===== src/rtl/riscv_exu_ctrl_dmem.sv =====
// Execute/memory slice of the 16-bit single-cycle core: opcode decoder, ALU and a
// small data RAM with asynchronous clear, synchronous write and combinational read.
module riscv_exu_ctrl_dmem #(
    parameter int DATA_W = 16,
    parameter int DEPTH  = 8
) (
    input  logic              clk,
    input  logic              rst_n,
    input  logic [DATA_W-1:0] a,
    input  logic [DATA_W-1:0] b,
    input  logic [2:0]        alu_ctrl,
    output logic [DATA_W-1:0] result,
    output logic              zero,
    input  logic [3:0]        opcode,
    output logic [1:0]        alu_op,
    output logic              jump,
    output logic              beq,
    output logic              bne,
    output logic              mem_read,
    output logic              mem_write,
    output logic              alu_src,
    output logic              reg_dst,
    output logic              mem_to_reg,
    output logic              reg_write,
    input  logic [DATA_W-1:0] mem_access_addr,
    input  logic [DATA_W-1:0] mem_write_data,
    input  logic              mem_write_en,
    input  logic              mem_read_en,
    output logic [DATA_W-1:0] mem_read_data
);

    localparam int AW = (DEPTH > 1) ? $clog2(DEPTH) : 1;

    localparam logic [2:0] ALU_ADD = 3'b000;
    localparam logic [2:0] ALU_SUB = 3'b001;
    localparam logic [2:0] ALU_NOT = 3'b010;
    localparam logic [2:0] ALU_SHL = 3'b011;
    localparam logic [2:0] ALU_SHR = 3'b100;
    localparam logic [2:0] ALU_AND = 3'b101;
    localparam logic [2:0] ALU_OR  = 3'b110;
    localparam logic [2:0] ALU_SLT = 3'b111;

    // Shift amounts use the whole b operand, so any b >= DATA_W yields zero.
    always_comb begin
        result = '0;
        case (alu_ctrl)
            ALU_ADD: result = a + b;
            ALU_SUB: result = a - b;
            ALU_NOT: result = ~a;
            ALU_SHL: result = a << b;
            ALU_SHR: result = a >> b;
            ALU_AND: result = a & b;
            ALU_OR:  result = a | b;
            ALU_SLT: result = {{(DATA_W-1){1'b0}}, (a < b)};
            default: result = '0;
        endcase
    end

    assign zero = ~|result;

    always_comb begin
        alu_op     = 2'b00;
        jump       = 1'b0;
        beq        = 1'b0;
        bne        = 1'b0;
        mem_read   = 1'b0;
        mem_write  = 1'b0;
        alu_src    = 1'b0;
        reg_dst    = 1'b0;
        mem_to_reg = 1'b0;
        reg_write  = 1'b0;
        case (opcode)
            4'h0: begin
                alu_src    = 1'b1;
                mem_to_reg = 1'b1;
                reg_write  = 1'b1;
                mem_read   = 1'b1;
                alu_op     = 2'b10;
            end
            4'h1: begin
                alu_src   = 1'b1;
                mem_write = 1'b1;
                alu_op    = 2'b10;
            end
            4'h2, 4'h3, 4'h4, 4'h5, 4'h6, 4'h7, 4'h8, 4'h9, 4'hA: begin
                reg_dst   = 1'b1;
                reg_write = 1'b1;
                alu_op    = 2'b00;
            end
            4'hB: begin
                beq    = 1'b1;
                alu_op = 2'b01;
            end
            4'hC: begin
                bne    = 1'b1;
                alu_op = 2'b01;
            end
            4'hD: jump = 1'b1;
            default: ;
        endcase
    end

    logic [AW-1:0]     idx;
    logic              unused_addr_hi;
    logic [DATA_W-1:0] ram_q [DEPTH];
    logic [DATA_W-1:0] ram_d [DEPTH];

    // Upper address bits alias onto the low index on purpose.
    assign idx            = mem_access_addr[AW-1:0];
    assign unused_addr_hi = ^mem_access_addr[DATA_W-1:AW];

    always_comb begin
        ram_d = ram_q;
        if (mem_write_en) begin
            ram_d[idx] = mem_write_data;
        end
    end

    always_ff @(posedge clk or negedge rst_n) begin
        if (!rst_n) begin
            for (int i = 0; i < DEPTH; i++) begin
                ram_q[i] <= '0;
            end
        end else begin
            ram_q <= ram_d;
        end
    end

    assign mem_read_data = mem_read_en ? ram_q[idx] : '0;

endmodule


===== config.mk =====
export PLATFORM = sky130hd
export DESIGN_NAME = riscv_exu_ctrl_dmem
export DESIGN_NICKNAME = d
export VERILOG_FILES = /design/src/rtl/riscv_exu_ctrl_dmem.sv
export SDC_FILE = /design/constraint.sdc
export NUM_CORES = 1
export LEC_CHECK = 0
export ABC_AREA = 1
export ABC_CLOCK_PERIOD_IN_PS = 2200
export BUFFER_PORTS_ARGS = -buffer_cell sky130_fd_sc_hd__buf_4
export CAP_MARGIN = 20
export CORE_MARGIN = 2
export CORE_UTILIZATION = 45
export DETAILED_ROUTE_END_ITERATION = 8
export GPL_TIMING_DRIVEN = 0
export PLACE_DENSITY = 0.67
export REMOVE_ABC_BUFFERS = 1
export SLEW_MARGIN = 20
export SYNTH_ARGS = -nofsm -noshare
export SYNTH_HDL_FRONTEND = slang
export SYNTH_SLANG_ARGS = --single-unit
export TNS_END_PERCENT = 20

===== constraint.sdc =====
create_clock -name clk -period 2.2 [get_ports clk]
set_clock_uncertainty 0.1 [all_clocks]
set_input_delay 0.11 -clock clk [delete_from_list [all_inputs] [get_ports clk]]
set_output_delay 0.11 -clock clk [all_outputs]
set_load 0.01 [all_outputs]

## After elaboration in Yosys (flattened, before gate mapping)

Index checks and enable logic that the tools add are counted.
Widths: inputs -> output; s select.

| word-level totals | value |
|---|---|
| register bits | 128 |
| bits of input ports | 75 |
| output and inout bits | 44 |
| logic and storage cells | 65 |

| cells by class | value |
|---|---|
| add/subtract/negate cells | 2 |
| magnitude comparators | 3 |
| equal/unequal tests | 20 |
| shift-type cells | 2 |
| multiplexer cells | 17 |
| bitwise logic cells | 4 |
| reductions and logical operators | 9 |

Operators by type and width:

| operator | number |
|---|---|
| $bwmux 128 | 1 |
| $pmux 16 s8 | 1 |
| $mux 16 | 4 |
| $bmux 16 s3 | 1 |
| $demux 16 s3 | 1 |
| $eq 4x4->1 const B | 6 |
| $add 16x16->16 | 1 |
| $and 16x16->16 | 1 |
| $eq 4x3->1 const B | 4 |
| $lt 16x16->1 | 1 |
| $not 16->16 | 1 |
| $or 16x16->16 | 1 |
| $reduce_or 16->1 | 1 |
| $shl 16x16->16 | 1 |
| $shr 16x16->16 | 1 |
| $sub 16x16->16 | 1 |
| $eq 3x3->1 const B | 4 |
| $reduce_or 10->1 | 1 |
| $reduce_or 9->1 | 1 |
| $eq 4x2->1 const B | 2 |
| $mux 1 | 8 |
| $eq 3x2->1 const B | 2 |
| $eq 4x1->1 const B | 1 |
| $ge 4x4->1 const B | 1 |
| other kinds (9) | 10 |

## Depth between registers and ports, before layout

| depth | value |
|---|---|
| depth in word-level cells | 6 |
| gate-level depth with buffers | 22 |
| depth with buffers taken out | 19 |

## Least setup slack after synthesis

No wires, ideal clock.

| path | value |
|---|---|
| path type | input to output |
| start | in b[1] |
| end | out zero |
| data arrival time | 2.307 ns |
| setup slack | -0.317 ns |
| stages | 18 |
| path buffers | 2 |
| path through | buf_2 inv_1 clkbuf_1 ha_1 nor2_1 nand2_1 nand2_2 nand3_1 nand2_1 a21oi_1 or2_1 nand3_1 nand3_1 nor2_1 nand2_1 nor2_1 nand2_1 nor2_1 |

| between the ends | value |
|---|---|
| longest elaborated chain between the ends | 4 |
| elaborated cells between the ends (all ways) | 10 |

RTL lines:

| what | line | text |
|---|---|---|
| start, declared | 10 | `input logic [DATA_W-1:0] b,` |
| $sub 16x16->16 (tied with other cells) | 48 | `ALU_SUB: result = a - b;` |
| $pmux 16 s8 * | 46 | `case (alu_ctrl)` |
| $reduce_or 16->1 * | 59 | `assign zero = ~\|result;` |
| $logic_not 1->1 * | 59 |  |
| end, declared | 13 | `output logic zero,` |

Every way passes the cells marked *; elsewhere a longest branch is shown, timed or not.

## Worst setup path in the final report

| path | value |
|---|---|
| start | in b[4] |
| end | out zero |

Same word-level chain as after synthesis.

==> out/metrics.yaml <==
grt:
  grt_max_degree: 86
  antenna_found_initial: 0
  track_usage: 0.296
  first_global_vias: 10200
  grt-ovfl-total: 0
  grt_pass1_wl_um: 55100
placed_design:
  place.gp.congestion: 0.947
  preCtsSetupSlack_ns: -1.53
  dp_cells: 1784
  hpwlAfterDp_um: 22400
  portBuffers: 105
logic_synthesis:
  avgSynthCellArea_sq_um: 6.87
  ys_ff_latch: 128
  synth_cell_type_count: 54
  yosysWarnings: 0
  synthCells: 1471
  syn-cell-area_sq_um: 10100
  seq_area_frac_synth: 0.317
worst_setup_path:
  cp_max_fo: 4
  crit_top_cell: "nand2_1"
  crit_arrival_ns: 2.34
  worst-setup-path-type: "in2out"
  cpPeakStageDelay_ns: 0.37
  rrSetupSlack_ns: 1.37
  crit_chain: "buf_8 -> clkinvlp_4 -> ha_4 -> inv_2 -> a21oi_4 -> nor2_2 -> nor2_2 -> nand2_4 -> a21oi_2 -> nand2_1 -> nand3_2 -> nand3_2 -> nor2_4 -> nand2_1 -> nor2_1 -> nand2_1 -> nor2_1 -> buf_4"
  cp.required_ns: 1.99
  crit_path_start_kind: "input pin"
  critPathSlowestCell: "ha_4"
  cp-end-kind: "output port"
final_layout:
  n_fill_cell: 2054
  reg.largest.list: "ram_q: 128 flops"
  fin_cells: 1906
  diodes: 0
  finalNetCount: 1738
  area_growth_pct: 30.4
  finish.utilization: 0.600
  drive_gt1_frac: 0.259
  multi_input_area_sq_um: 6600
  largest_reg_flops: 128
  largest-register: "ram_q"
  regArea_sq_um: 3200
drt:
  num_vias: 10900
  dr.pass1.iters: 6
  drc: 0
  ant_nets: 0
  wl_per_cell_um: 18.7
  drtIter0Drc: 1180
  routed_wl_um: 35700
  viasPerCell: 5.72
timing:
  period_share: 1.16
  period_needed_ns: 2.55
  layout_setup_ws_ns: -0.348
  finalSetupViolations: 11
  relSlewSlack: 0.318
  max_freq_mhz: 392
  whs_ns: 0.0553
  finalMaxSlewViolations: 0
  worst_slew_pin_slew_ns: 1.02
  rsz0062_at_grt: "yes"
  hold_viol: 0
power_and_ir_drop:
  seqPwrFrac: 0.374
  power.density_nw_per_um2: 612
  p_int_mw: 5.36
  power.switching_mw: 2.70
  total_power_mw: 8.06
  p_comb_frac: 0.299
  clock_power_share: 0.328
  switching_share: 0.335
  vdd_ir_drop_max_v: 0.000576
  p_leak_nw: 6.30
run_status:
  status: "finished, violations left"
  violations: "negative setup slack"
clocking:
  clk_pin_slew_ns: 0.06
  cts_buffers: 17
  clk_path_buf_depth: 2
  cts_root_buffer: "clkbuf_16"
  clock_latency_ns: 0.42
  clock_sinks: 128
  htreeDepth: 4
  cts_tree: "built"
die:
  chipWidth_um: 154
  die_area_sq_um: 23700
  coreArea_sq_um: 22000
  initial_core_util: 0.460
  ios: 119
  dieHeight_um: 154
  rows: 54
worst_hold_path:
  hold_class: "in2async"
flow_run:
  drv_cap: 0
[cell usage after synthesis, drive strengths merged]
cell,number,area share
and2,1,0.00062
a21o,2,0.0015
o21a,31,0.023
a22o,1,0.00087
or2,5,0.0031
inv,150,0.056
nand2,378,0.14
a311oi,1,0.00087
ha,48,0.059
nor2,114,0.047
o221ai,2,0.0017
o31ai,1,0.00074
a31oi,4,0.0025
nand3,165,0.090
buf,32,0.022
a211oi,4,0.0030
a221oi,2,0.0017
clkbuf,44,0.016
o21ai,223,0.11
nand3b,4,0.0042
dfrtp,128,0.32
fa,2,0.0040
o2111a,1,0.0011
xor2,1,0.00087
nor3,10,0.0059
o211ai,3,0.0022
a21boi,3,0.0022
a41oi,15,0.013
clkinv,2,0.00074
a21oi,60,0.033
o22ai,9,0.0056
a2111oi,1,0.00087
a22oi,1,0.00074
nand4,23,0.022
[what timing repair did]
item                                    CTS  global route
resized for setup                       122            83
endpoints found under the hold margin   234             0
pin swaps                                33            57
endpoints found under the setup margin   26            18
gates cloned                              9             0
buffers inserted                         45            19
hold buffers                             17             0
[logic make-up (layout without fill, tap and decap cells)]
logic type,count (synthesis),in the layout,synth area share
AND/OR/NAND/NOR,700,703,0.318
buffers and inverters,228,380,0.0950
XOR/XNOR,1,1,0.000867
adder cells (fa/ha/maj),50,50,0.0634
AO/OA/AOI/OAI,364,364,0.206
flip-flops,128,128,0.317
[cells in the final DEF, fill, tap and decap left out, types with 4 or more instances in the layout]
| master | instances |
|---|---|
| nand2_2 | 39 |
| a21oi_2 | 8 |
| buf_6 | 9 |
| nand3_1 | 130 |
| nor3_1 | 7 |
| a21oi_4 | 5 |
| nor2_1 | 82 |
| a211oi_1 | 4 |
| a41oi_1 | 15 |
| inv_1 | 114 |
| o21a_1 | 31 |
| inv_2 | 26 |
| ha_1 | 29 |
| nand2_1 | 331 |
| o22ai_1 | 9 |
| buf_8 | 5 |
| clkinvlp_4 | 15 |
| buf_16 | 5 |
| ha_2 | 7 |
| nand3_2 | 35 |
| o21ai_2 | 4 |
| dlygate4sd3_1 | 17 |
| nand2_4 | 8 |
| ha_4 | 12 |
| nor2_2 | 19 |
| a21oi_1 | 47 |
| nor2_4 | 14 |
| buf_12 | 8 |
| nand4_2 | 8 |
| dfrtp_1 | 128 |
| nand4_1 | 13 |
| o21ai_1 | 14 |
| clkbuf_16 | 17 |
| o21ai_0 | 202 |
| buf_4 | 146 |
[metal layers]
metal | GRT usage | vias up | wire length [um]
li1 | - | 5200 | -
met1 | 0.376 | 5106 | 14700
met2 | 0.474 | 487 | 16300
met3 | 0.0598 | 115 | 2830
met4 | 0.162 | 0 | 1910
met5 | 0 | - | 0
[per-stage QoR]
| step | instance area (sq um) | TNS [ns] |
|---|---|---|
| global placement | 10900 | -126.68 |
| finish | 13200 | -1.22 |
| global route | 13200 | -2.43 |
| floorplan | 9710 | -0.582 |
| detailed placement | 11000 | -33.39 |
| CTS | 12700 | -0.494 |
[power by group through the flow]
| stage | clock [mW] | sequential, mW | combinational (mW) |
|---|---|---|---|
| finish | 2.64 | 3.01 | 2.41 |
| global route | 2.76 | 3.06 | 2.65 |
| CTS | 2.67 | 3.01 | 2.21 |
| detailed placement | 0 | 3.04 | 1.91 |
| global placement | 0 | 3.03 | 1.86 |
| floorplan | 0 | 2.99 | 1.19 |
[path summary, 6_finish.rpt]
path,startpoint,cells after the start,endpoint
min in group clk,mem_write_en,5,ram_q[5]$_DFFE_PN0P_
worst max register to register,ram_q[41]$_DFFE_PN0P_,2,ram_q[41]$_DFFE_PN0P_
worst max-delay path,b[4],18,zero
max in group asynchronous,rst_n,3,ram_q[79]$_DFFE_PN0P_
worst min register to register,ram_q[19]$_DFFE_PN0P_,2,ram_q[19]$_DFFE_PN0P_
worst min-delay path,rst_n,2,ram_q[24]$_DFFE_PN0P_
[worst max-delay path, delay by kind of cell]
| family | cells | cell delay [ns] |
|---|---|---|
| fa+ha+maj | 1 | 0.37 |
| simple gates | 11 | 1.06 |
| buf+inv | 4 | 0.47 |
| compound gates | 2 | 0.33 |
[layout make-up]
cell class / count / share of cell area
Sequential cell: 128 / 0.243
Inverter: 152 / 0.0461
Timing Repair inverter: 3 / 0.00152
Clock inverter: 13 / 0.00883
Timing Repair Buffer: 193 / 0.139
Tap cell: 280 / 0.0266
Multi-Input combinational cell: 1118 / 0.501
Clock buffer: 19 / 0.0336
Note: power is estimated with default switching activity, not from simulation.
